**src/rtl/hpdcache_rsp_demux_pkg.sv**
```systemverilog
// Shared width helpers and types for the hpdcache response demux slice.
package hpdcache_rsp_demux_pkg;

  // Index width for n requesters, never below 1 bit so a single requester still has a type.
  function automatic int unsigned idx_width(input int unsigned n);
    return (n > 1) ? $clog2(n) : 1;
  endfunction

  function automatic int unsigned cnt_width(input int unsigned depth);
    return $clog2(depth + 1);
  endfunction

endpackage

```
**src/rtl/hpdcache_rsp_demux_if.sv**
```systemverilog
// Request-tracking and response-routing bundle between the arbiter/memory side and the demux.
interface hpdcache_rsp_demux_if
  import hpdcache_rsp_demux_pkg::*;
#(
  parameter int unsigned N      = 4,
  parameter int unsigned DEPTH  = 8,
  parameter int unsigned DATA_W = 64
);
  localparam int unsigned CNT_W = cnt_width(DEPTH);

  logic [N-1:0]      req_gnt_i;
  logic              req_fire_i;
  logic              full_o;
  logic              empty_o;
  logic [CNT_W-1:0]  count_o;
  logic              rsp_valid_i;
  logic              rsp_ready_o;
  logic              rsp_last_i;
  logic [DATA_W-1:0] rsp_data_i;
  logic [N-1:0]      rsp_valid_o;
  logic [N-1:0]      rsp_ready_i;
  logic [DATA_W-1:0] rsp_data_o;
  logic              err_o;

  modport master (
    output req_gnt_i, req_fire_i, rsp_valid_i, rsp_last_i, rsp_data_i, rsp_ready_i,
    input  full_o, empty_o, count_o, rsp_ready_o, rsp_valid_o, rsp_data_o, err_o
  );

  modport slave (
    input  req_gnt_i, req_fire_i, rsp_valid_i, rsp_last_i, rsp_data_i, rsp_ready_i,
    output full_o, empty_o, count_o, rsp_ready_o, rsp_valid_o, rsp_data_o, err_o
  );
endinterface

```
**src/rtl/hpdcache_1hot_to_binary.sv**
```systemverilog
// Grant vector to requester index; lowest set bit wins, all-zero encodes to 0.
// Purely combinational, no backpressure.
module hpdcache_1hot_to_binary
  import hpdcache_rsp_demux_pkg::*;
#(
  parameter int unsigned N = 4
) (
  input  logic [N-1:0]              onehot,
  output logic [idx_width(N)-1:0]   bin
);
  localparam int unsigned W = idx_width(N);

  always_comb begin
    bin = '0;
    for (int i = N - 1; i >= 0; i--) begin
      if (onehot[i]) bin = W'(i);
    end
  end
endmodule

```
**src/rtl/hpdcache_rsp_demux.sv**
```systemverilog
// Records grant order of accepted requests and routes the in-order response stream back.
// Routing is zero-latency; a pushed entry reaches the head one cycle later.
// Stalls the shared response while empty or while the head requester is not ready.
// Optional checker: define HPDCACHE_RSP_DEMUX_CHECK_EN for sticky err_o and assertions.
module hpdcache_rsp_demux
  import hpdcache_rsp_demux_pkg::*;
#(
  parameter int unsigned N      = 4,
  parameter int unsigned DEPTH  = 8,
  parameter int unsigned DATA_W = 64
) (
  input  logic                 clk_i,
  input  logic                 rst_i,
  hpdcache_rsp_demux_if.slave  bus
);
  localparam int unsigned IDX_W = idx_width(N);
  localparam int unsigned PTR_W = idx_width(DEPTH);
  localparam int unsigned CNT_W = cnt_width(DEPTH);

  typedef logic [IDX_W-1:0] hpdcache_req_idx_t;
  typedef logic [PTR_W-1:0] ptr_t;
  typedef logic [CNT_W-1:0] cnt_t;

  hpdcache_req_idx_t idx_q [DEPTH];
  hpdcache_req_idx_t gnt_idx;
  hpdcache_req_idx_t head;
  ptr_t              rd_ptr_q, wr_ptr_q;
  cnt_t              cnt_q;
  logic              empty, full, push, pop;

  function automatic ptr_t ptr_inc(input ptr_t p);
    return (p == ptr_t'(DEPTH - 1)) ? '0 : p + ptr_t'(1);
  endfunction

  hpdcache_1hot_to_binary #(.N(N)) u_gnt_enc (
    .onehot (bus.req_gnt_i),
    .bin    (gnt_idx)
  );

  assign empty = (cnt_q == '0);
  assign full  = (cnt_q == cnt_t'(DEPTH));
  assign head  = idx_q[rd_ptr_q];

  assign bus.rsp_ready_o = !empty & bus.rsp_ready_i[head];
  assign bus.rsp_data_o  = DATA_W'(bus.rsp_data_i);
  assign bus.empty_o     = empty;
  assign bus.full_o      = full;
  assign bus.count_o     = cnt_q;

  always_comb begin
    bus.rsp_valid_o = '0;
    for (int i = 0; i < N; i++) begin
      bus.rsp_valid_o[i] = bus.rsp_valid_i & !empty & (head == hpdcache_req_idx_t'(i));
    end
  end

  assign pop  = bus.rsp_valid_i & bus.rsp_ready_o & bus.rsp_last_i;
  // A slot freed by a same-cycle pop can take the push, so full+pop+push holds count.
  assign push = bus.req_fire_i & (!full | pop);

  always_ff @(posedge clk_i) begin
    if (rst_i) begin
      rd_ptr_q <= '0;
      wr_ptr_q <= '0;
      cnt_q    <= '0;
    end else begin
      if (push) wr_ptr_q <= ptr_inc(wr_ptr_q);
      if (pop)  rd_ptr_q <= ptr_inc(rd_ptr_q);
      if (push && !pop)      cnt_q <= cnt_q + cnt_t'(1);
      else if (pop && !push) cnt_q <= cnt_q - cnt_t'(1);
    end
  end

  always_ff @(posedge clk_i) begin
    if (push) idx_q[wr_ptr_q] <= gnt_idx;
  end

`ifdef HPDCACHE_RSP_DEMUX_CHECK_EN
  logic err_q;
  logic stall_q;

  // A single stalled cycle is legal: it covers a response racing the push into an empty tracker.
  always_ff @(posedge clk_i) begin
    if (rst_i) begin
      err_q   <= 1'b0;
      stall_q <= 1'b0;
    end else begin
      stall_q <= bus.rsp_valid_i & empty;
      if ((bus.req_fire_i & full & !pop) ||
          (bus.req_fire_i & !$onehot(bus.req_gnt_i)) ||
          (bus.rsp_valid_i & empty & stall_q)) begin
        err_q <= 1'b1;
      end
    end
  end

  assign bus.err_o = err_q;

  a_rsp_valid_onehot0 : assert property (@(posedge clk_i) disable iff (rst_i)
    $onehot0(bus.rsp_valid_o));
  a_count_bound : assert property (@(posedge clk_i) disable iff (rst_i)
    bus.count_o <= cnt_t'(DEPTH));
`else
  assign bus.err_o = 1'b0;
`endif

endmodule

```
**src/flat_wrapper.sv**
```systemverilog
// flat-port wrapper written by rule: the top's interface ports become plain ports
module hpdcache_rsp_demux_flat import hpdcache_rsp_demux_pkg::*;
#(
  parameter int unsigned N      = 4,
  parameter int unsigned DEPTH  = 8,
  parameter int unsigned DATA_W = 64
)
  (clk_i, rst_i, bus_req_gnt_i, bus_req_fire_i, bus_rsp_valid_i, bus_rsp_last_i, bus_rsp_data_i, bus_rsp_ready_i, bus_full_o, bus_empty_o, bus_count_o, bus_rsp_ready_o, bus_rsp_valid_o, bus_rsp_data_o, bus_err_o);
  hpdcache_rsp_demux_if #(.N(N), .DEPTH(DEPTH), .DATA_W(DATA_W)) bus_i ();
  input  logic clk_i;
  input  logic rst_i;
  input wire logic [$bits(bus_i.req_gnt_i)-1:0] bus_req_gnt_i;
  input wire logic [$bits(bus_i.req_fire_i)-1:0] bus_req_fire_i;
  input wire logic [$bits(bus_i.rsp_valid_i)-1:0] bus_rsp_valid_i;
  input wire logic [$bits(bus_i.rsp_last_i)-1:0] bus_rsp_last_i;
  input wire logic [$bits(bus_i.rsp_data_i)-1:0] bus_rsp_data_i;
  input wire logic [$bits(bus_i.rsp_ready_i)-1:0] bus_rsp_ready_i;
  output wire logic [$bits(bus_i.full_o)-1:0] bus_full_o;
  output wire logic [$bits(bus_i.empty_o)-1:0] bus_empty_o;
  output wire logic [$bits(bus_i.count_o)-1:0] bus_count_o;
  output wire logic [$bits(bus_i.rsp_ready_o)-1:0] bus_rsp_ready_o;
  output wire logic [$bits(bus_i.rsp_valid_o)-1:0] bus_rsp_valid_o;
  output wire logic [$bits(bus_i.rsp_data_o)-1:0] bus_rsp_data_o;
  output wire logic [$bits(bus_i.err_o)-1:0] bus_err_o;
  assign bus_i.req_gnt_i = bus_req_gnt_i;
  assign bus_i.req_fire_i = bus_req_fire_i;
  assign bus_i.rsp_valid_i = bus_rsp_valid_i;
  assign bus_i.rsp_last_i = bus_rsp_last_i;
  assign bus_i.rsp_data_i = bus_rsp_data_i;
  assign bus_i.rsp_ready_i = bus_rsp_ready_i;
  assign bus_full_o = bus_i.full_o;
  assign bus_empty_o = bus_i.empty_o;
  assign bus_count_o = bus_i.count_o;
  assign bus_rsp_ready_o = bus_i.rsp_ready_o;
  assign bus_rsp_valid_o = bus_i.rsp_valid_o;
  assign bus_rsp_data_o = bus_i.rsp_data_o;
  assign bus_err_o = bus_i.err_o;
  hpdcache_rsp_demux #(.N(N), .DEPTH(DEPTH), .DATA_W(DATA_W)) u_core (.clk_i(clk_i), .rst_i(rst_i), .bus(bus_i));
endmodule
```
**config.mk**
```make
export PLATFORM = sky130hd
export DESIGN_NAME = hpdcache_rsp_demux_flat
export DESIGN_NICKNAME = d
export VERILOG_FILES = /design/src/rtl/hpdcache_rsp_demux_pkg.sv /design/src/rtl/hpdcache_rsp_demux_if.sv /design/src/rtl/hpdcache_1hot_to_binary.sv /design/src/rtl/hpdcache_rsp_demux.sv /design/src/flat_wrapper.sv
export SDC_FILE = /design/constraint.sdc
export NUM_CORES = 1
export LEC_CHECK = 0
export ABC_CLOCK_PERIOD_IN_PS = 5000
export CORE_MARGIN = 2
export CORE_UTILIZATION = 34
export CTS_BUF_LIST = sky130_fd_sc_hd__clkbuf_4 sky130_fd_sc_hd__clkbuf_8
export DETAILED_ROUTE_END_ITERATION = 8
export PLACE_DENSITY = 0.8
export SYNTH_ARGS = -nofsm -noshare
export SYNTH_HDL_FRONTEND = slang
export SYNTH_SLANG_ARGS = --single-unit
```
**constraint.sdc**
```tcl
create_clock -name clk_i -period 5 [get_ports clk_i]
set_clock_uncertainty 0.2 [all_clocks]
set_input_delay 0.75 -clock clk_i [delete_from_list [all_inputs] [get_ports clk_i]]
set_output_delay 0.75 -clock clk_i [all_outputs]
set_load 0.05 [all_outputs]
```
==> results.cfg, run 1 <==
[status]
outcome = completed

[worst_setup_path]
cp_max_fo = 7
cp.arrival_ns = 4.08
crit_required_ns = 5.01
crit_type = flip-flop to flip-flop
end_kind = flip-flop
startpoint_type = flip-flop

[sta]
setup_viol = 0
timing.slew.headroom_pct = 53.0
fin_crit_sh_pct = 81.6
finalSetupTns_ns = 0
hold_viol_final = 0
period_needed_ns = 4.08
drv_slew = 0
rsz0062_at_grt = no
clock.fmax_mhz = 245
worstMarginPinSlew_ns = 0.699

[power]
irDropWorstVdd_uv = 408
powerDensity_mw_per_mm2 = 513
leakage_nw = 0.697

[detailed_routing]
wl_per_cell_um = 12.8
wl_mm = 2.76
drt-initial-drc-count = 38
via_count = 1017
viasPerCell = 4.71
postRouteAntennaNets = 0
drc = 0
drtPass1Iterations = 4

[placed_design]
dp_cells = 208
portBuffers = 23
gp_congestion = 0.756
dp_hpwl_mm = 2.04

[finish]
fin_nets = 228
diodes = 0
final_cells = 216
drive_gt1_share_pct = 9.03
syn2layout_area_growth_pct = -5.38

[floorplan]
coreArea_mm2 = 0.00547
num_rows = 27
start_util_pct = 34.8
pin_count = 153
die_area_mm2 = 0.00622
die_h_um = 78.9
die_w_um = 78.9

[synthesis]
avgSynthCellArea_um2 = 10.5
synthesis.area_mm2 = 0.00191
yosysSeqAreaShare_pct = 38.8
synthDistinctLibCells = 38
synth_fp_nets = 266
synth_seq_cells = 29
synthCells = 181
synth.top_cell.area_share_pct = 25.6
yosysTopAreaCell = buf_4
synth_area_leaders = buf_4 26%, edfxtp_1 25%, dfxtp_1 14%
yosys_warnings = 0

[clock_network]
ctsHtreeMaxLevel = 2
cts_sinks = 29
clk_pin_slew_ns = 0.06
clock_latency_ns = 0.28
cts_hold_buf = 0
clock_path_buffers = 2
cts_resized = 0
cts_buffers = 5
cts_setup_buffers = 0
tritoncts = done
root_buffer = clkbuf_8

[grt]
grt_pass1_vias = 944
grt_max_degree = 11
grt_usage_pct = 9.47
antenna_found_initial = 0
grt_pass1_wl_mm = 4.41
overflow = 0

[worst_hold_path]
hold_class = flip-flop to flip-flop

[flow_run]
maxCapViolations = 0
-- critical path, stage by stage, from the launching register on --
cell,delay [ns]
dfxtp_1,0.47
mux2_1,0.35
mux4_2,0.51
mux4_2,0.51
o21a_1,0.28
nor2_2,0.20
ha_1,0.22
inv_1,0.09
ha_1,0.28
a21o_1,0.17
a21oi_1,0.18
xnor2_1,0.09
or3_1,0.31
a21oi_1,0.14
-- report_power, final --
| part | total, W | switching (W) | internal, W |
|---|---|---|---|
| combinational | 0.000415 | 0.000254 | 0.000161 |
| sequential | 0.000318 | 0.0000369 | 0.000281 |
| clock | 0.000193 | 0.0000841 | 0.000109 |
-- synth_stat cells, drive strengths merged --
master and n:
buf 67, clkbuf 1, nand3 2, a21o 1, or4 1, nor3 1
and4bb 1, o21a 1, xnor2 2, nand2b 1, a21oi 8, edfxtp 16
and4b 2, xor2 1, nor2b 2, nand2 4, o21ai 5, mux2 5
ha 7, nor4b 2, and4 1, conb 1, mux4 4, or3 2
nor4 2, nor4bb 1, or2 1, and3 2, fa 1, dfxtp 13
nor2 13, mux2i 3, inv 7
-- cell usage in the layout (no fill, tap or decap), drive strengths merged, types with 2 or more instances in the layout --
cell type and n:
nor4 2, mux2 5, nor4b 2, nand2 4, edfxtp 16, ha 7
o21ai 5, inv 7, nand3 2, clkinv 2, clkdlybuf4s50 23, mux2i 3
nor2 13, and3 2, or3 2, mux4 4, xnor2 2, clkbuf 6
a21oi 8, nor2b 2, dfxtp 13, and4b 2
-- through the flow --
stage	util (%)	worst slack (ns)	cell area [µm²]	total power, W	hold WS (ns)
detailed placement	31.3	0.921	1710	0.000738	0.312
global route	33.0	0.680	1800	0.000981	0.341
floorplan	-	0.403	1910	0.000760	0.264
global placement	31.3	1.05	1710	0.000732	0.305
finish	33.0	0.921	1800	0.000925	0.323
CTS	33.0	0.893	1800	0.000935	0.322
-- metal layers --
| metal | share of wire [%] | routed length [µm] | vias up | global-route usage (%) |
|---|---|---|---|---|
| met5 | 0 | 0 | - | 0 |
| met2 | 41 | 1140 | 54 | 12.7 |
| met1 | 44 | 1220 | 473 | 12.0 |
| li1 | - | - | 481 | - |
| met4 | 3.0 | 84 | 0 | 6.38 |
| met3 | 12 | 322 | 9 | 4.32 |
-- kinds of logic (layout without fill, tap and decap cells) --
group / count (synthesis) / in the layout / synth area share (%)
fa+ha+maj: 8 / 8 / 5.64
flops: 29 / 29 / 38.8
other cells: 1 / 1 / 0.197
compound gates: 15 / 15 / 4.20
simple gates: 38 / 38 / 11.5
mux: 12 / 12 / 9.84
xor+xnor: 3 / 3 / 1.38
buf+inv: 75 / 38 / 28.3
-- final timing paths --
check,slack (ns),cells after the start,end,from
hold reg to reg,0.32,2,u_core.rd_ptr_q[0],u_core.rd_ptr_q[0]
setup / recovery,0.92,13,u_core.bus.count_o[3],flip-flop
hold / removal,0.32,2,u_core.rd_ptr_q[0],u_core.rd_ptr_q[0]
setup reg to reg,0.92,13,u_core.bus.count_o[3],flip-flop
-- area by class of cell --
type	instances	area [µm²]
Fill cell	554	3670
Sequential cell	29	741
Multi-Input combinational cell	77	626
Timing Repair Buffer	23	230
Tap cell	72	90.1
Clock buffer	6	82.6
Inverter	7	26.3
Clock inverter	2	8.76
Power figures use the tool's default switching activity.
==> run 2: changes to the inputs <==
--- a/config.mk
+++ b/config.mk
@@ -5,7 +5,7 @@
 export SDC_FILE = /design/constraint.sdc
 export NUM_CORES = 1
 export LEC_CHECK = 0
-export ABC_CLOCK_PERIOD_IN_PS = 5000
+export ABC_CLOCK_PERIOD_IN_PS = 3900
 export CORE_MARGIN = 2
 export CORE_UTILIZATION = 34
 export CTS_BUF_LIST = sky130_fd_sc_hd__clkbuf_4 sky130_fd_sc_hd__clkbuf_8
==> constraint.sdc (replaced) <==
create_clock -name clk_i -period 3.9 [get_ports clk_i]
set_clock_uncertainty 0.2 [all_clocks]
set_input_delay 0.585 -clock clk_i [delete_from_list [all_inputs] [get_ports clk_i]]
set_output_delay 0.585 -clock clk_i [all_outputs]
set_load 0.05 [all_outputs]
==> results.cfg, run 2 (synthesis results as in run 1) <==
[status]
outcome = completed

[floorplan]
start_util_pct = 34.8
num_rows = 27
coreArea_mm2 = 0.00547
die_area_mm2 = 0.00622
die_w_um = 78.9
pin_count = 153
die_h_um = 78.9

[power]
pwr-share-seq_pct = 33.8
power_frac_comb_pct = 48.2
leakage_nw = 0.746
p_int_w = 0.000739
powerDensity_mw_per_mm2 = 659
clkPwrFrac_pct = 18.0
p_switching_w = 0.000509
swShare_pct = 40.8
irDropWorstVdd_uv = 566

[detailed_routing]
viasPerCell = 4.71
drt-initial-drc-count = 30
wl_mm = 3.05
drc = 0
postRouteAntennaNets = 0
met2WireLength_mm = 1.38
via_count = 1059
top_layer_used = met4
wl_met1_mm = 1.30
wl_per_cell_um = 13.6
route.met3.wl_um = 293
drtPass1Iterations = 4

[grt]
grt_pass1_vias = 1016
grt_pass1_wl_mm = 4.73
grt_usage_pct = 10.1
overflow = 0
antenna_found_initial = 0
grt_max_degree = 11

[worst_hold_path]
hold_class = flip-flop to flip-flop

[clock_network]
cts_buffers = 5
ctsHtreeMaxLevel = 2
clk_pin_slew_ns = 0.06
clock_latency_ns = 0.28
cts_sinks = 29
tritoncts = done
clock_path_buffers = 2
root_buffer = clkbuf_8

[sta]
worst_slack_ns = 0.140
worstMarginPinSlew_ns = 0.720
setup_viol = 0
timing.slew.headroom_pct = 51.6
clock.fmax_mhz = 266
whs_ns = 0.309
hold_viol_final = 0
drv_slew = 0
period_needed_ns = 3.76
finalSetupTns_ns = 0
fin_crit_sh_pct = 96.4

[placed_design]
dp_hpwl_mm = 2.24
portBuffers = 23
gp_congestion = 0.703
dp_worst_setup_slack_ns = -0.0593

[finish]
final_common_cell = clkdlybuf4s50_1
drive_gt1_share_pct = 19.0
syn2layout_area_growth_pct = -0.656
final_cell_mix = 22 x clkdlybuf4s50_1, 16 x edfxtp_1, 12 x nor2_1, 12 x dfxtp_1, 10 x buf_4
diodes = 0
fin_nets = 237
nFillCells = 555

[worst_setup_path]
end_kind = flip-flop
cp.arrival_ns = 3.76
startpoint_type = flip-flop
ff2ff_setup_slack_ns = 0.14
crit_type = flip-flop to flip-flop
crit_required_ns = 3.90
cp_max_fo = 6

[flow_run]
maxCapViolations = 0
-- run 2: final cells by class --
cell class	instances	area, µm²	share of cell area (%)
clock buffers	5	68.8	3.63
clock inverters	3	12.5	0.661
inverters	7	26.3	1.39
multi-input cells	77	657	34.7
flip-flops and latches	29	744	39.3
well taps	72	90.1	4.76
repair buffers	32	295	15.6
-- run 2: stage by stage --
stage	area [µm²]	util (%)	std cells	total power (W)
2_1_floorplan	1930	-	181	0.000999
3_3_place_gp	1760	32.2	212	0.000982
3_5_place_dp	1760	32.2	212	0.000993
4_1_cts	1840	33.7	220	0.00123
5_1_grt	1890	34.6	225	0.00132
6_report	1890	34.6	225	0.00125
-- run 2: power by group through the flow --
stage | Clock, W | Sequential [W] | Combinational (W)
global route | 0.000243 | 0.000430 | 0.000645
global placement | 0 | 0.000424 | 0.000557
CTS | 0.000235 | 0.000421 | 0.000571
detailed placement | 0 | 0.000427 | 0.000567
floorplan | 0 | 0.000477 | 0.000522
finish | 0.000224 | 0.000422 | 0.000602
-- run 2: per-layer routing --
metal | track usage, % | vias up
met3 | 4.55 | 9
met4 | 7.59 | 0
met5 | 0 | -
met2 | 14.9 | 45
li1 | - | 501
met1 | 11.5 | 504
-- run 2: worst max-delay path: stages (launching register included) --
cell	delay (ns)
dfxtp_4	0.39
mux2_1	0.33
mux4_2	0.51
mux4_2	0.51
o21a_1	0.22
nor2_2	0.14
ha_2	0.20
inv_2	0.06
ha_1	0.27
a21o_1	0.19
a21oi_2	0.14
xnor2_1	0.08
or3_1	0.30
a21oi_1	0.14
-- run 2: final timing paths --
path                      startpoint                    end  depth (start not counted)
setup / recovery           flip-flop  u_core.bus.count_o[3]                         13
hold / removal    u_core.rd_ptr_q[0]              flip-flop                          2
setup reg to reg           flip-flop  u_core.bus.count_o[3]                         13
hold reg to reg   u_core.rd_ptr_q[0]              flip-flop                          2
-- run 2: repair_timing --
item                       4_1_cts  5_1_grt
hold buffers                     0        0
setup endpoints to repair        1        1
gates cloned                     0        0
pin swaps                        0        4
setup buffers                    0        5
resized for setup                1        5
==> run 3: changes to the inputs <==
--- a/config.mk
+++ b/config.mk
@@ -13,4 +13,5 @@
 export PLACE_DENSITY = 0.8
 export SYNTH_ARGS = -nofsm -noshare
 export SYNTH_HDL_FRONTEND = slang
+export SYNTH_HIERARCHICAL = 1
 export SYNTH_SLANG_ARGS = --single-unit
==> results.cfg, run 3 <==
[placed_design]
postPlaceCellArea_mm2 = 0.00174
dp_cells = 213
dp_hpwl_mm = 2.40
portBuffers = 23
gp_congestion = 0.774

[worst_setup_path]
max_stage_delay_ns = 0.51
startpoint_type = flip-flop
ff2ff_setup_slack_ns = 0.16
crit_chain = mux2_1 > mux4_2 > mux4_2 > o21a_1 > nor2_2 > ha_2 > inv_1 > ha_1 > a21o_1 > a21oi_2 > xnor2_1 > or3_1 > a21oi_1
crit_type = flip-flop to flip-flop
path_depth = 13
r2r_end = u_core/bus.count_o[3]
cp.arrival_ns = 3.74
cp_common_cell = mux4_2
crit_required_ns = 3.90
worst-path-buf-inv = 1
crit_path_end = u_core/bus.count_o[3]
end_kind = flip-flop
worst-r2r-cell-count = 13
crit_family = multiplexers
cp_max_fo = 6
critPathSlowestCell = mux4_2

[synthesis]
synthDistinctLibCells = 36
synth_seq_cells = 29
synth_area_leaders = buf_4 26%, edfxtp_1 25%, dfxtp_1 14%
synthesis.area_mm2 = 0.00190
synth_most_common_cell = buf_4
yosysTopAreaCell = buf_4
synth-edff-count = 16
yosysSeqAreaShare_pct = 38.9
synth_fp_nets = 268
async_reset_ff_share_pct = 0
synthCells = 183
synthTopCellsByCount = 65 x buf_4, 16 x edfxtp_1, 15 x nor2_1
synth.top_cell.area_share_pct = 25.7
yosys_warnings = 6
ys.flop_type = edfxtp_1
avgSynthCellArea_um2 = 10.4

[sta]
drv_slew = 0
hold_viol_final = 0
clock.fmax_mhz = 268
timing.slew.headroom_pct = 50.7
period_needed_ns = 3.74
worstMarginPinSlew_ns = 0.733
fin_crit_sh_pct = 95.8
setup_viol = 0

[finish]
final_area_mm2 = 0.00189
final_cell_mix = 22 x clkdlybuf4s50_1, 16 x edfxtp_1, 14 x nor2_1
fin_nets = 237
final_util_pct = 34.7
diodes = 0
final_common_cell = clkdlybuf4s50_1
drive_gt1_share_pct = 17.6
final_cells = 225
syn2layout_area_growth_pct = -0.855

[clock_network]
cts_buffers = 5
clock_path_buffers = 2
root_buffer = clkbuf_8
clk_pin_slew_ns = 0.06
clock_latency_ns = 0.27
tritoncts = done
cts_sinks = 29
ctsHtreeMaxLevel = 2

[grt]
grt_usage_pct = 10.0
overflow = 0
grt_max_degree = 11
antenna_found_initial = 0
grt_pass1_wl_mm = 4.84
grt_pass1_vias = 1034

[worst_hold_path]
hold_class = flip-flop to flip-flop
min_from = u_core/rd_ptr_q[0]

[floorplan]
coreArea_mm2 = 0.00544
pin_count = 153
num_rows = 27
die_w_um = 78.8
die_area_mm2 = 0.00621
start_util_pct = 35.0
die_h_um = 78.8

[flow_run]
maxCapViolations = 0

[power]
irDropWorstVdd_uv = 572
leakage_nw = 0.732
powerDensity_mw_per_mm2 = 661

[detailed_routing]
postRouteAntennaNets = 0
drc = 0
via_count = 1070
drt-initial-drc-count = 56
wl_per_cell_um = 13.9
drtPass1Iterations = 4
wl_mm = 3.12
viasPerCell = 4.76

[status]
outcome = completed
run 3: worst min path at each step:
stage          slack (ns)  cells past startpoint                  to
2_1_floorplan        0.26                      2           flip-flop
3_3_place_gp         0.30                      2  u_core/rd_ptr_q[0]
3_5_place_dp         0.31                      2  u_core/rd_ptr_q[0]
4_1_cts              0.31                      2           flip-flop
5_1_grt              0.35                      2           flip-flop
6_report             0.32                      2           flip-flop
run 3: worst reg2reg max path, stage by stage, from the launching register on:
cell     delay (ns)
dfxtp_4        0.37
mux2_1         0.32
mux4_2         0.51
mux4_2         0.51
o21a_1         0.23
nor2_2         0.14
ha_2           0.20
inv_1          0.08
ha_1           0.27
a21o_1         0.19
a21oi_2        0.14
xnor2_1        0.08
or3_1          0.30
a21oi_1        0.12
run 3: power breakdown:
group | switching (W) | internal [W]
Sequential | 0.0000515 | 0.000361
Combinational | 0.000339 | 0.000237
Clock | 0.000101 | 0.000157
run 3: cell type report:
cell class,count,area (µm²)
Fill cell,510,3550
Sequential cell,29,744
Multi-Input combinational cell,78,638
Timing Repair Buffer,30,285
Clock buffer,8,97.6
Tap cell,72,90.1
Inverter,8,30.0
run 3: timing repair:
item | CTS | global route
gates resized for setup | 1 | 5
cloned | 0 | 0
setup endpoints to repair | 1 | 1
pin swaps | 0 | 4
setup buffers | 0 | 4
endpoints found under the hold margin | 0 | 0
hold buffers | 0 | 0
run 3: metal layers:
metal,track usage (%),up-vias,share of wire (%)
met5,0,-,0
met4,4.21,0,1.5
met3,3.52,10,9.9
met2,15.5,58,46
met1,12.7,504,43
li1,-,498,-
run 3: cell families after synthesis:
group	after synthesis	synth area share, %
buffers and inverters	76	28.6
AND/OR/NAND/NOR	39	11.2
flip-flops	29	38.9
AO/OA/AOI/OAI	15	4.41
multiplexers	12	9.60
adder cells (fa/ha/maj)	8	5.66
XOR/XNOR	3	1.38
other	1	0.197
run 3: metrics by stage:
step,hold WS (ns),setup TNS (ns),total power [W],setup slack (ns)
floorplan,0.263,0,0.000984,0.0333
global placement,0.297,0,0.000960,0.101
detailed placement,0.308,-0.0174,0.000968,-0.0174
CTS,0.309,0,0.00123,0.0506
global route,0.351,-0.0328,0.00132,-0.0328
finish,0.319,0,0.00125,0.162
